[config.mk]
export PLATFORM = sky130hd
export DESIGN_NAME = core_ctrl
export DESIGN_NICKNAME = d
export VERILOG_FILES = /design/src/rtl/core_ctrl_pkg.sv /design/src/rtl/core_ctrl_pend.sv /design/src/rtl/core_ctrl.sv
export SDC_FILE = /design/constraint.sdc
export NUM_CORES = 1
export LEC_CHECK = 0
export ABC_AREA = 1
export BUFFER_PORTS_ARGS = -buffer_cell sky130_fd_sc_hd__buf_4
export CAP_MARGIN = 5
export CORE_MARGIN = 10
export CORE_UTILIZATION = 55
export CTS_CLUSTER_DIAMETER = 150
export CTS_CLUSTER_SIZE = 20
export DETAILED_ROUTE_END_ITERATION = 10
export PLACE_DENSITY = 0.84
export SLEW_MARGIN = 20
export SYNTH_ARGS = -nofsm -noshare
export SYNTH_HDL_FRONTEND = slang
export SYNTH_HIERARCHICAL = 1
export SYNTH_SLANG_ARGS = --single-unit
[constraint.sdc]
create_clock -name clk -period 2.8 [get_ports clk]
set_input_delay 0.56 -clock clk [delete_from_list [all_inputs] [get_ports clk]]
set_output_delay 0.56 -clock clk [all_outputs]
set_load 0.01 [all_outputs]
[src/rtl/core_ctrl_pkg.sv]
// Shared defines for the xRV32I pipeline control block: bus widths,
// enable levels, FSM state encoding and the flush counter width.
package core_ctrl_pkg;

    localparam logic RstEnable  = 1'b1;
    localparam logic HoldEnable = 1'b1;
    localparam logic JumpEnable = 1'b1;

    // Instruction address bus is [INST_ADDR_MSB:0]
    localparam int INST_ADDR_MSB = 31;

    // Wide enough for FLUSH_CYCLES-1 up to 14
    localparam int FLUSH_CNT_W = 4;

    localparam logic [1:0] ST_IDLE       = 2'b00;
    localparam logic [1:0] ST_FLUSH      = 2'b01;
    localparam logic [1:0] ST_STALL      = 2'b10;
    localparam logic [1:0] ST_STALL_PEND = 2'b11;

    typedef enum logic [1:0] {
        S_IDLE       = ST_IDLE,
        S_FLUSH      = ST_FLUSH,
        S_STALL      = ST_STALL,
        S_STALL_PEND = ST_STALL_PEND
    } ctrl_state_e;

endpackage

[src/rtl/core_ctrl_pend.sv]
// One-entry pending-redirect buffer. An irq redirect always overwrites
// the entry; an ex redirect is only accepted into an empty entry.
module core_ctrl_pend
    import core_ctrl_pkg::*;
(
    input  logic                   clk,
    input  logic                   rst,
    input  logic                   load,
    input  logic                   load_irq,
    input  logic [INST_ADDR_MSB:0] load_addr,
    input  logic                   clear,
    output logic                   valid,
    output logic [INST_ADDR_MSB:0] addr
);

    // Capture, overwrite or clear the buffered redirect
    always_ff @(posedge clk) begin
        // NOTE: sequential state uses non-blocking assignments so every register samples pre-edge values.
        if (rst == RstEnable) begin
            valid <= 1'b0;
            addr  <= '0;
        end else if (clear) begin
            valid <= 1'b0;
        end else if (load && (!valid || load_irq)) begin
            valid <= 1'b1;
            addr  <= load_addr;
        end
    end

endmodule

[src/rtl/core_ctrl.sv]
// Pipeline control for the xRV32I core: redirect arbitration, hold
// generation, buffered replay of redirects across fetch-bus stalls and
// a FLUSH_CYCLES-long flush window after every redirect.
// Optional feature: define CTRL_BUS_TIMEOUT_EN to release a bus stall
// after TIMEOUT_CYCLES cycles with a one-cycle bus_timeout_out pulse.
module core_ctrl
    import core_ctrl_pkg::*;
#(
    parameter int unsigned FLUSH_CYCLES   = 2,
    parameter int unsigned TIMEOUT_CYCLES = 255
) (
    input  logic                   clk,
    input  logic                   rst,
    input  logic                   ex_jump_flag_in,
    input  logic [INST_ADDR_MSB:0] ex_jump_addr_in,
    input  logic                   ex_hold_flag_in,
    input  logic                   irq_jump_flag_in,
    input  logic [INST_ADDR_MSB:0] irq_jump_addr_in,
    input  logic                   bus_req_in,
    input  logic                   bus_grant_in,
    output logic                   jump_flag_out,
    output logic [INST_ADDR_MSB:0] jump_addr_out,
    output logic                   hold_flag_out,
    output logic                   flush_out,
    output logic                   bus_timeout_out
);

    localparam logic [FLUSH_CNT_W-1:0] FLUSH_RELOAD = FLUSH_CNT_W'(FLUSH_CYCLES - 1);
    localparam ctrl_state_e AFTER_ISSUE = (FLUSH_CYCLES > 1) ? S_FLUSH : S_IDLE;

    ctrl_state_e             state_q, state_d;
    logic [FLUSH_CNT_W-1:0]  flush_cnt_q, flush_cnt_d;
    logic                    stall_raw, stall, bus_timeout;
    logic                    jump, hold, flush;
    logic [INST_ADDR_MSB:0]  jump_addr;
    logic                    pend_valid, pend_load, pend_clear;
    logic [INST_ADDR_MSB:0]  pend_addr, pend_load_addr;

    assign stall_raw = bus_req_in & ~bus_grant_in;
    // A timed-out stall is treated as released for that cycle
    assign stall     = stall_raw & ~bus_timeout;

`ifdef CTRL_BUS_TIMEOUT_EN
    logic [15:0] stall_cnt_q, stall_cnt_d;
    logic        in_stall;

    assign in_stall    = (state_q == S_STALL) || (state_q == S_STALL_PEND);
    // Count includes the cycle the stall was first seen in
    assign bus_timeout = in_stall && stall_raw &&
                         (({1'b0, stall_cnt_q} + 17'd1) >= 17'(TIMEOUT_CYCLES));

    // Stall-cycle count: starts at 1 on entry, cleared on exit
    always_comb begin
        stall_cnt_d = 16'd0;
        if ((state_d == S_STALL) || (state_d == S_STALL_PEND))
            stall_cnt_d = in_stall ? (stall_cnt_q + 16'd1) : 16'd1;
    end

    // Stall counter register
    always_ff @(posedge clk) begin
        if (rst == RstEnable) stall_cnt_q <= 16'd0;
        else                  stall_cnt_q <= stall_cnt_d;
    end
`else
    logic [31:0] unused_timeout_cfg;

    assign unused_timeout_cfg = TIMEOUT_CYCLES;
    assign bus_timeout        = 1'b0;
`endif

    core_ctrl_pend u_pend (
        .clk       (clk),
        .rst       (rst),
        .load      (pend_load),
        .load_irq  (irq_jump_flag_in),
        .load_addr (pend_load_addr),
        .clear     (pend_clear),
        .valid     (pend_valid),
        .addr      (pend_addr)
    );

    assign pend_load_addr = irq_jump_flag_in ? irq_jump_addr_in : ex_jump_addr_in;

    // Next-state and output decode from the registered state and inputs
    always_comb begin
        // NOTE: every signal written here gets a default first so no latch is inferred.
        state_d     = state_q;
        flush_cnt_d = flush_cnt_q;
        jump        = 1'b0;
        jump_addr   = '0;
        hold        = 1'b0;
        flush       = 1'b0;
        pend_load   = 1'b0;
        pend_clear  = 1'b0;

        case (state_q)
            S_FLUSH: begin
                // ex jumps here belong to killed instructions
                flush = 1'b1;
                hold  = stall_raw | ex_hold_flag_in;
                if (irq_jump_flag_in && stall_raw) begin
                    pend_load = 1'b1;
                    state_d   = S_STALL_PEND;
                end else if (irq_jump_flag_in) begin
                    jump        = JumpEnable;
                    jump_addr   = irq_jump_addr_in;
                    flush_cnt_d = FLUSH_RELOAD;
                    state_d     = AFTER_ISSUE;
                end else begin
                    flush_cnt_d = flush_cnt_q - 1'b1;
                    if (flush_cnt_q <= 1) state_d = S_IDLE;
                end
            end
            default: begin
                // IDLE, STALL and STALL_PEND share one decision once the
                // stall drops; the pending entry is only ever valid in
                // STALL_PEND.
                if (stall) begin
                    hold      = HoldEnable;
                    pend_load = irq_jump_flag_in | ex_jump_flag_in;
                    state_d   = (irq_jump_flag_in | ex_jump_flag_in | pend_valid)
                                ? S_STALL_PEND : S_STALL;
                end else if (irq_jump_flag_in | ex_jump_flag_in | pend_valid) begin
                    jump        = JumpEnable;
                    flush       = 1'b1;
                    jump_addr   = irq_jump_flag_in ? irq_jump_addr_in :
                                  pend_valid       ? pend_addr        : ex_jump_addr_in;
                    pend_clear  = 1'b1;
                    flush_cnt_d = FLUSH_RELOAD;
                    state_d     = AFTER_ISSUE;
                end else begin
                    hold    = ex_hold_flag_in;
                    state_d = S_IDLE;
                end
            end
        endcase
    end

    // State and flush-window counter registers
    always_ff @(posedge clk) begin
        if (rst == RstEnable) begin
            state_q     <= S_IDLE;
            flush_cnt_q <= '0;
        end else begin
            state_q     <= state_d;
            flush_cnt_q <= flush_cnt_d;
        end
    end

    // Outputs are forced low while reset is asserted
    assign jump_flag_out   = (rst == RstEnable) ? 1'b0 : jump;
    assign jump_addr_out   = (rst == RstEnable) ? '0   : jump_addr;
    assign hold_flag_out   = (rst == RstEnable) ? 1'b0 : hold;
    assign flush_out       = (rst == RstEnable) ? 1'b0 : flush;
    assign bus_timeout_out = (rst == RstEnable) ? 1'b0 : bus_timeout;

endmodule

==> flow_summary.json <==
{
  "outcome": "finished, final reports clean",
  "synth.distinct_cells": 25,
  "fin_nets": 806,
  "max_stage_delay_ns": 0.35,
  "syn_inst": 659,
  "p_int_uw": 1190,
  "dieWidth_um": 101,
  "grt_start_max_net_pins": 65,
  "ctsHoldBuffers": 0,
  "final_cell_mix": "nand2_1 (202), buf_4 (108), inv_1 (106), nand3_1 (101), a21oi_1 (69)",
  "rows": 29,
  "placed_area_um2": 4270,
  "max_cap_viol_count": 0,
  "cts_tree": "done",
  "p_per_area_nw_per_um2": 391,
  "synth_seq_area_share_pct": 21.8,
  "cp-end-kind": "output port",
  "p_seq_share_pct": 35.3,
  "cts_setup_buffers": 0,
  "detail_route.wl_per_cell_um": 12.8,
  "vias": 4213,
  "drtAntennaViolNets": 0,
  "grt_pass1_vias": 4023,
  "fin_cells": 811,
  "place_ws_ns": 0.432,
  "netlist_area_um2": 3580,
  "antenna_found_initial": 0,
  "layout_commonest_cell": "nand2_1",
  "crit_slowest_cell": "dfxtp_1",
  "finalClockSkew_ns": 0.00673,
  "place_inst": 803,
  "cts_root_buffer": "clkbuf_8",
  "slew_viol_final": 0,
  "ys_seq_elements": 39,
  "min_period_ns": 2.62,
  "coreArea_um2": 6350,
  "grt_setup_unrepaired": "false",
  "post_route_cells_drive_above_1_share_pct": 18.0,
  "cts.sinks": 39,
  "finalHoldViolations": 0,
  "hold_path_end": "flush_cnt_q[2]",
  "worstPathRequired_ns": 2.24,
  "start_util_pct": 56.4,
  "total_power_uw": 1720,
  "worst_pin_slew_ns": 1.05,
  "min-delay-start": "rst",
  "max_freq_mhz": 382,
  "rr_worst_depth": 9,
  "r2r_slack_ns": 0.52,
  "dieArea_um2": 10100,
  "syn_avg_cell_area_um2": 5.44,
  "vias_per_cell": 5.19,
  "drt_iter0_drc": 259,
  "wl_um": 10300,
  "clk_latency_ns": 0.29,
  "syn_nets": 732,
  "crit_arrival_ns": 2.06,
  "vdd_ir_drop_max_uv": 242,
  "synthToLayoutAreaGrowth_pct": 22.9,
  "hold_depth": 2,
  "crit_family": "buffers and inverters",
  "r2r_start": "u_pend/valid",
  "clk_pin_slew_ns": 0.08,
  "dp_hpwl_um": 7350,
  "gr-total-overflow": 0,
  "crit_fanout": 34,
  "min_path_type": "input port to register",
  "h-tree-depth": 2,
  "grt_pass1_wl_um": 17700,
  "die_y_um": 101,
  "setup_viol": 0,
  "critPathLaunchType": "register",
  "dr.pass1.iters": 5,
  "crit_buf_inv": 3,
  "crit_chain": "inv_2, nand2_1, nand3_2, buf_12, a21oi_1, buf_4",
  "p_sw_share_pct": 31.2,
  "clkPwrFrac_pct": 32.0,
  "worst-setup-path-type": "register to output port",
  "cts_buffer_depth": 2,
  "p_switching_uw": 537,
  "combPwrFrac_pct": 32.6,
  "diodes": 0,
  "fin_ws_ns": 0.183,
  "gp_congestion": 1.00,
  "stdcell_area_um2": 4400,
  "period_share_pct": 93.5,
  "finalSetupTns_ns": 0,
  "p_leak_uw": 0.00231,
  "r2r_end": "u_pend/addr[19]",
  "slew_headroom_pct": 30.0,
  "cts_resized": 0,
  "numPortBuffers": 105,
  "io_pins": 107,
  "grt_usage_pct": 20.2,
  "drc": 0,
  "cts-buffers-inserted": 5,
  "yosysWarnings": 6
}
-- power by group through the flow --
| stage | combinational (uW) | clock (uW) | sequential [uW] |
|---|---|---|---|
| after floorplan | 375 | 0 | 617 |
| after global placement | 545 | 0 | 620 |
| after detailed placement | 558 | 0 | 621 |
| after CTS | 561 | 563 | 609 |
| after global routing | 637 | 585 | 614 |
| final | 562 | 552 | 609 |
-- routing by layer --
metal	track usage [%]	wire, um
met1	23.6	4380
met2	35.2	5090
met3	5.01	776
met4	5.87	105
met5	0	0
-- per-stage QoR --
stage,hold slack [ns],util [%]
global route,0.466,69.3
floorplan,0.452,-
global placement,0.459,67.3
detailed placement,0.470,67.3
CTS,0.462,69.3
finish,0.471,69.3
-- synthesized netlist by cell type --
master / number / area (um^2)
nand2_1: 202 / 758
inv_1: 106 / 398
nand3_1: 101 / 505
a21oi_1: 69 / 345
nor2_1: 40 / 150
dfxtp_1: 39 / 781
o21ai_0: 34 / 170
buf_2: 20 / 100
buf_4: 9 / 67.6
buf_6: 9 / 101
clkbuf_1: 6 / 22.5
nor3_1: 4 / 20.0
clkbuf_8: 2 / 27.5
clkinv_1: 2 / 7.51
ha_1: 2 / 25.0
inv_2: 2 / 7.51
nand2_2: 2 / 12.5
nor2_2: 2 / 12.5
or2_2: 2 / 12.5
conb_1: 1 / 3.75
inv_4: 1 / 6.26
nand3_2: 1 / 10.0
nand4_1: 1 / 6.26
nor2_4: 1 / 11.3
nor2_8: 1 / 20.0
-- cells by family after synthesis --
family	synth area share (%)
fa+ha+maj	0.698
buf+inv	20.6
other cells	0.105
compound gates	14.4
simple gates	42.4
flops	21.8
-- how the worst max path moves through the flow --
stage / startpoint / endpoint / slack, ns / depth (start not counted)
6_report: u_pend/valid / jump_addr_out[0] / 0.18 / 6
5_1_grt: u_pend/valid / jump_addr_out[0] / 0.01 / 6
4_1_cts: u_pend/valid / jump_addr_out[0] / 0.19 / 6
3_5_place_dp: bus_grant_in / hold_flag_out / 0.43 / 7
3_3_place_gp: bus_req_in / jump_addr_out[0] / 0.49 / 8
2_1_floorplan: irq_jump_flag_in / jump_addr_out[10] / 0.94 / 7
-- state kept, by name (all words and copies together), names as in the netlist --
signal,flops
flush_cnt_q,4
u_pend/valid,1
state_q,2
u_pend/addr,32
-- final cells by class --
class	count	area, um^2
fillers	597	1950
well taps	77	96.3
repair buffers	113	911
multi-input cells	463	2060
inverters	111	419
clock inverters	2	60.1
clock buffers	6	72.6
flip-flops and latches	39	781
(Power assumes the default switching activity.)
